==> src/rtl/pingpong_shift_ctrl_pkg.sv <==
// Shared definitions for the ping-pong bank controller: bank count,
// default address width and the two-state pointer FSM encodings.
package pingpong_shift_ctrl_pkg;

    localparam int NUM_BANKS  = 2;
    localparam int DEFAULT_AW = 8;

    // Both pointers run the same two-state machine; the write and read
    // names below are aliases so each side reads in its own terms.
    typedef enum logic {
        PTR_RUN  = 1'b0,
        PTR_SWAP = 1'b1
    } ptr_state_t;

    localparam ptr_state_t W_FILL  = PTR_RUN;
    localparam ptr_state_t W_SWAP  = PTR_SWAP;
    localparam ptr_state_t R_DRAIN = PTR_RUN;
    localparam ptr_state_t R_SWAP  = PTR_SWAP;

endpackage

==> src/rtl/pingpong_bank_ptr.sv <==
// One side (writer or reader) of the ping-pong sequencer: in-bank address
// counter, mirror of the selector's bank bit, and the one-cycle swap pulse.
// The caller decides when a bank closes; this block only sequences it.
module pingpong_bank_ptr
    import pingpong_shift_ctrl_pkg::*;
#(
    parameter int AW = DEFAULT_AW
) (
    input  logic          clock,
    input  logic          reset,
    input  logic          advance,   // a word was granted this cycle
    input  logic          close,     // the granted word ends the bank
    output logic [AW-1:0] addr,
    output logic          bank,
    output logic          shft,
    output ptr_state_t    state
);

    logic [AW-1:0] addr_reg;
    logic          bank_reg;
    logic          shft_reg;
    ptr_state_t    state_reg;

    // Address/bank sequencing; the pulse is high exactly while in PTR_SWAP,
    // and the mirror bit flips as that cycle ends, matching the selector.
    always_ff @(posedge clock) begin
        if (reset) begin
            addr_reg  <= '0;
            bank_reg  <= 1'b0;
            shft_reg  <= 1'b0;
            state_reg <= PTR_RUN;
        end else begin
            case (state_reg)
                PTR_RUN: begin
                    if (advance) begin
                        if (close) begin
                            addr_reg  <= '0;
                            shft_reg  <= 1'b1;
                            state_reg <= PTR_SWAP;
                        end else begin
                            addr_reg <= addr_reg + AW'(1);
                        end
                    end
                end
                PTR_SWAP: begin
                    shft_reg  <= 1'b0;
                    bank_reg  <= ~bank_reg;
                    state_reg <= PTR_RUN;
                end
            endcase
        end
    end

    assign addr  = addr_reg;
    assign bank  = bank_reg;
    assign shft  = shft_reg;
    assign state = state_reg;

endmodule

==> src/rtl/pingpong_shift_ctrl.sv <==
// Issuing side of the ping-pong bank-swap interface. Grants writes into the
// current write bank and reads from the current read bank, tracks which
// banks hold unread data and how long each fill was, and emits one-cycle
// swap pulses to the toggle-based bank selector.
module pingpong_shift_ctrl
    import pingpong_shift_ctrl_pkg::*;
#(
    parameter int AW = DEFAULT_AW
) (
    input  logic                 clock,
    input  logic                 reset,
    input  logic                 wr_req,
    input  logic                 wr_last,
    output logic                 wr_grant,
    output logic [AW-1:0]        wr_addr,
    input  logic                 rd_req,
    output logic                 rd_grant,
    output logic [AW-1:0]        rd_addr,
    output logic                 rd_last,
    output logic                 chng_wrt_shft,
    output logic                 chng_rd_shft,
    output logic                 wrt_bank,
    output logic                 rd_bank,
    output logic [NUM_BANKS-1:0] bank_full,
    output logic                 overflow
);

    ptr_state_t w_state;
    ptr_state_t r_state;
    logic       wr_close;
    logic       wr_in_fill;
    logic       rd_in_drain;
    logic       release_block;
    logic       overflow_reg;
    logic [AW:0] len_arr [NUM_BANKS];
    logic [AW:0] rd_len_m1;

    assign wr_in_fill  = (w_state == W_FILL);
    assign rd_in_drain = (r_state == R_DRAIN);

    // A bank freed by the reader only becomes writable once the read-swap
    // cycle has completed, so the selector has moved off it first.
    assign release_block = (r_state == R_SWAP) && (rd_bank == wrt_bank);

    assign wr_grant = wr_req && wr_in_fill && !bank_full[wrt_bank] && !release_block;
    assign wr_close = wr_grant && (wr_last || (wr_addr == {AW{1'b1}}));

    assign rd_grant  = rd_req && rd_in_drain && bank_full[rd_bank];
    assign rd_len_m1 = len_arr[rd_bank] - (AW+1)'(1);
    assign rd_last   = rd_grant && ({1'b0, rd_addr} == rd_len_m1);

    pingpong_bank_ptr #(.AW(AW)) u_wr_ptr (
        .clock   (clock),
        .reset   (reset),
        .advance (wr_grant),
        .close   (wr_close),
        .addr    (wr_addr),
        .bank    (wrt_bank),
        .shft    (chng_wrt_shft),
        .state   (w_state)
    );

    pingpong_bank_ptr #(.AW(AW)) u_rd_ptr (
        .clock   (clock),
        .reset   (reset),
        .advance (rd_grant),
        .close   (rd_last),
        .addr    (rd_addr),
        .bank    (rd_bank),
        .shft    (chng_rd_shft),
        .state   (r_state)
    );

    // Per-bank full flag and stored fill length. A set and a clear in the
    // same cycle always land on different banks, so each bank sees at most one.
    for (genvar gi = 0; gi < NUM_BANKS; gi++) begin : g_bank
        logic        full_reg;
        logic [AW:0] len_reg;

        // Writer closing this bank marks it full; reader finishing it frees it.
        always_ff @(posedge clock) begin
            if (reset) begin
                full_reg <= 1'b0;
                len_reg  <= '0;
            end else if (wr_close && (wrt_bank == 1'(gi))) begin
                full_reg <= 1'b1;
                len_reg  <= {1'b0, wr_addr} + (AW+1)'(1);
            end else if (rd_last && (rd_bank == 1'(gi))) begin
                full_reg <= 1'b0;
            end
        end

        assign bank_full[gi] = full_reg;
        assign len_arr[gi]   = len_reg;
    end

    // Sticky overflow: a fill-state write refused because its bank is full.
    always_ff @(posedge clock) begin
        if (reset) begin
            overflow_reg <= 1'b0;
        end else if (wr_req && wr_in_fill && bank_full[wrt_bank]) begin
            overflow_reg <= 1'b1;
        end
    end

    assign overflow = overflow_reg;

endmodule

==> config.mk <==
export PLATFORM = sky130hd
export DESIGN_NAME = pingpong_shift_ctrl
export DESIGN_NICKNAME = d
export VERILOG_FILES = /design/src/rtl/pingpong_shift_ctrl_pkg.sv /design/src/rtl/pingpong_bank_ptr.sv /design/src/rtl/pingpong_shift_ctrl.sv
export SDC_FILE = /design/constraint.sdc
export NUM_CORES = 1
export LEC_CHECK = 0
export ABC_AREA = 1
export CAP_MARGIN = 20
export CORE_ASPECT_RATIO = 0.75
export CORE_MARGIN = 2
export CORE_UTILIZATION = 35
export CTS_CLUSTER_DIAMETER = 120
export CTS_CLUSTER_SIZE = 8
export DETAILED_ROUTE_END_ITERATION = 6
export GPL_TIMING_DRIVEN = 0
export PLACE_DENSITY = 0.61
export SETUP_SLACK_MARGIN = 0.2
export SLEW_MARGIN = 10
export SYNTH_ARGS = -nofsm -noshare
export SYNTH_HDL_FRONTEND = slang
export SYNTH_SLANG_ARGS = --single-unit
==> constraint.sdc <==
create_clock -name clock -period 4.56 [get_ports clock]
set_input_delay 0.912 -clock clock [delete_from_list [all_inputs] [get_ports clock]]
set_output_delay 0.912 -clock clock [all_outputs]
set_load 0.005 [all_outputs]
---- Word level (Yosys, flattened, before mapping) ----
Index checks and enable logic that the tools add are counted.
cells by class
  multiplexer cells ....................... 25
  reduce and logical (&&, ||, !) cells .... 22
  equal/unequal tests ..................... 7
  add/subtract/negate cells ............... 4
  magnitude comparators ................... 3
  bitwise operators ....................... 5
operators by type and width
  operator                                                               number
  9-bit two-way mux                                                      3
  8-bit by 1-bit adder with 8-bit output (second input constant)         2
  1-bit two-way mux                                                      16
  8-bit two-way mux                                                      2
  1-bit logical AND                                                      13
  8-bit by 1-bit adder with 9-bit output (second input constant)         1
  8-bit by 9-bit == test with 1-bit output                               1
  9-bit by 1-bit subtractor with 9-bit output (second input constant)    1
  8-bit == test (second input constant)                                  1
  2-bit != test (second input constant)                                  4
  1-bit case mux with 2 select lines                                     4
  2-bit AND reduction                                                    4
  1-bit by 2-bit < comparator with 1-bit output (second input constant)  2
  1-bit NOT                                                              4
  2-bit nonzero test                                                     2
  2-bit greater-or-equal comparator (second input constant)              1
  1-bit zero test                                                        2
  1-bit NOT with 2-bit output                                            1
  1-bit == test                                                          1
  1-bit logical OR                                                       1
storage, ports and cells
  word-level logic and storage cells ...... 79
  register bits after elaboration ......... 43
  input bits .............................. 5
  output and inout bits ................... 26

---- Logic depth before layout (Yosys ltp) ----
  word-level depth ........................ 10
  mapped depth ............................ 17
  gate-level depth less buffers ........... 16

---- By module ----
Synthesis repeated with hierarchy kept, for this count alone.
second synthesis, totals
  cell total of the unflattened synthesis .. 376
  area total of the unflattened synthesis .. 2477.4 um^2
modules (own cells, without submodules)
  module               area each (um^2)  cells an instance  times used  sequential area each (um^2)
  pingpong_shift_ctrl  1529.0            250                1           420.4
  pingpong_bank_ptr    474.2             63                 2           220.2

---- Worst setup path after synthesis ----
OpenSTA, ideal clock, no wires.
  path kind ............................... flip-flop to output port
  from .................................... register u_rd_ptr.bank_reg, in the netlist u_rd_ptr.bank
  to ...................................... output port rd_last
  data arrival time ....................... 1.759 ns
  path slack .............................. 1.889 ns
  stages on the path, launching flop included .. 14
  buffers on the path ..................... 2
  path through ............................ dfxtp_1 buf_6 buf_6 nand2_1 o21ai_2 ha_1 nand3_1 nor2_1 nand2_1 nand2_1 nand2_1 and3_1 nand3_1 inv_1
between the ends
  longest elaborated chain between the ends .. 7
RTL lines
  what                                                   line                       RTL
  from (decl)                                            pingpong_bank_ptr.sv:20    logic bank_reg;
  from (signal assigned)                                 pingpong_bank_ptr.sv:47    bank_reg <= ~bank_reg;
  1-bit NOT with 2-bit output (implied by the code)      pingpong_shift_ctrl.sv:49  assign rd_len_m1 = len_arr[rd_bank] - (AW+1)'(1);
  9-bit two-way mux (implied by the code) (3 in series)  pingpong_shift_ctrl.sv:49
  9-bit by 1-bit subtractor with 9-bit output            pingpong_shift_ctrl.sv:49
  8-bit by 9-bit == test with 1-bit output               pingpong_shift_ctrl.sv:50  assign rd_last = rd_grant && ({1'b0, rd_addr} == rd_len_m1);
  1-bit logical AND (*)                                  pingpong_shift_ctrl.sv:50
  to (decl)                                              pingpong_shift_ctrl.sv:19  output logic rd_last,
Mark *: on every way between the ends. The rest lies on a longest branch, timed or not. The select of a mux whose other input is x is not followed.

---- Worst setup path after layout ----
Same ends and word-level chain as after synthesis.

==> results.toml <==
[synthesis]
yosysWarnings = 0
async_reset_ff_share_pct = 0
yosysMostFrequentCell = "nand2_1"
synth.area.top_cells = "dfxtp_1 (36%), nand2_1 (16%), inv_1 (6.4%), a21oi_1 (6.2%), nand3_1 (5.0%)"
synthCells = 359
synth_top_cell_by_area = "dfxtp_1"
seq_area_frac_synth_pct = 35.8
avgSynthCellArea_um2 = 6.71
ys_types = 31
synth_edf_count = 0
synth-main-ff-cell = "dfxtp_1"
syn-cell-area_um2 = 2410
synthTopCellsByCount = "nand2_1 (105), dfxtp_1 (43), inv_1 (41)"
ys_ff_latch = 43
synthDominantCellAreaShare_pct = 35.8
synthesis.nets = 367

[clocking]
cts_buffers = 5
cts_htree_levels = 2
cts.sinks = 43
cts_tree = "built"
post-cts-setup-buffers = 0
root_buffer = "clkbuf_8"
cts.clk_slew.worst_paths_ps = 90
hold_buffers = 0
clkLatencyLatePin_ps = 300
clock_path_buffers = 2
ctsResizeCount = 0

[global_routing]
grt_util_met3_pct = 3.39
grt.busiest_layer = "met2"
grt_antenna_before_repair = 0
grt_max_degree = 14
met1_usage_pct = 22.0
grt_pass1_vias = 2203
grt_use_met2_pct = 27.3
grt_pass1_wl_mm = 9.83
gr-total-overflow = 0
track_usage_pct = 16.5

[setup_path]
arrival_ps = 2820
path_class = "register to output port"
startpoint_type = "register"
worst_ep_required_time_ps = 3650
crit_fanout = 10
end_kind = "output port"

[die]
die_w_um = 99.8
rows = 26
start_util_pct = 35.7
die_y_um = 75.8
die_area_um2 = 7560
boundaryPins = 31
core_um2 = 6730

[drt]
initialDrtViolationCount = 106
wl_per_cell_um = 12.1
dr.pass1.iters = 4
drcViolationCount = 0
route.vias.total = 2302
antenna_left = 0
drt_wl_total_mm = 5.84
viasPerCell = 4.79

[pwr]
seq_power_share_pct = 48.3
p_sw_share_pct = 29.1
total_leakage_power_nw = 1.23
clock_power_share_pct = 33.6
peakVddDrop_mv = 0.200
powerDensity_nw_per_um2 = 281
power_mw = 0.820
power.internal_mw = 0.581
p_switching_mw = 0.238
pwr-share-comb_pct = 18.1

[layout]
largest_reg_flops = 18
drive_above_1_share_pct = 9.07
finalNetCount = 404
seq_area_um2 = 861
fillers = 689
syn_to_final_growth_pct = 21.2
n_antenna_cell = 0
multi_input_area_um2 = 1280

[min_path]
hp-class = "register to register"

[placement]
gp_congestion = 0.842
portBuffers = 30
dp_hpwl_mm = 4.50

[sta]
finalSetupViolCount = 0
fin_worst_skew_ps = 7.76
setup-tns-final_ps = 0
fin_crit_ps = 3730
fmax_mhz = 268
post-route-period-util_pct = 81.8
maxSlewHeadroom_pct = 64.5
hold_violations = 0
drv_slew = 0
tightestPinTransition_ps = 533
rsz0062_at_grt = "no"

[flow_run]
maxCapViolCount = 0

[outcome]
outcome = "finished clean"
==> through the flow <==
stage          instances  util, %  setup slack [ps]  area, µm²  hold WS (ps)
2_1_floorplan        359        -              1890       2410           429
3_3_place_gp         473     41.8               961       2810           440
3_5_place_dp         473     41.8               951       2810           444
4_1_cts              481     43.3               830       2920           457
5_1_grt              481     43.3               528       2920           485
6_report             481     43.3               829       2920           455
==> worst paths after layout <==
check                 from          endpoint  slack, ps  cells after the start
max          u_rd_ptr.bank           rd_last        830                     13
min          u_wr_ptr.shft     u_wr_ptr.shft        450                      2
max reg2reg  u_rd_ptr.bank  u_rd_ptr.addr[1]       2090                     14
min reg2reg  u_wr_ptr.shft     u_wr_ptr.shft        450                      2
==> power by group through the flow <==
stage	sequential [mW]	clock, mW	combinational (mW)
after global routing	0.398	0.298	0.171
after CTS	0.396	0.281	0.148
after floorplan	0.403	0	0.107
after detailed placement	0.405	0	0.147
final	0.396	0.276	0.148
after global placement	0.405	0	0.145
==> layer usage <==
metal  wire length, µm  share of wire (%)
met1              3090                 53
met2              2470                 42
met3               213                3.6
met4                69                1.2
met5                 0                  0
==> kinds of logic (layout without fill, tap and decap cells) <==
kind of cell / count (synthesis) / in the layout / synth area share (%)
AOI/OAI and AO/OA: 63 / 63 / 14.4
buffers and inverters: 57 / 95 / 10.9
and+or+nand+nor: 179 / 179 / 32.3
DFF: 43 / 43 / 35.8
xor gates and xnor gates: 14 / 14 / 5.09
adders and majority gates: 3 / 3 / 1.56
==> critical path, stage by stage, from the launching register on <==
cell	delay, ps
dfxtp_1	350
buf_6	150
buf_6	150
nand2_1	80
o21ai_2	80
ha_1	330
nand3_1	140
nor2_1	200
nand2_1	120
nand3_1	110
and3_1	150
nand3_1	100
inv_1	70
clkdlybuf4s50_1	480
==> placed cells by master (no fill, tap or decap), types with 6 or more instances in the layout <==
master	netlist	routed
dfxtp_1	43	43
clkdlybuf4s50_1	0	30
inv_1	41	41
nor2_1	30	30
o21ai_1	6	6
o21ai_0	22	22
nand3_1	24	24
nand2_1	105	105
clkbuf_8	0	7
xor2_1	12	12
a21oi_1	30	30
==> final cells by class <==
cell class,instances,share of cell area (%)
multi-input combinational,259,44.1
sequential,43,29.5
timing repair buffer,30,10.3
inverter,47,6.13
tap,84,3.60
clock buffer,7,3.30
buffer,10,2.83
clock inverter,1,0.257
No activity file was read; power rests on OpenSTA's default activity.
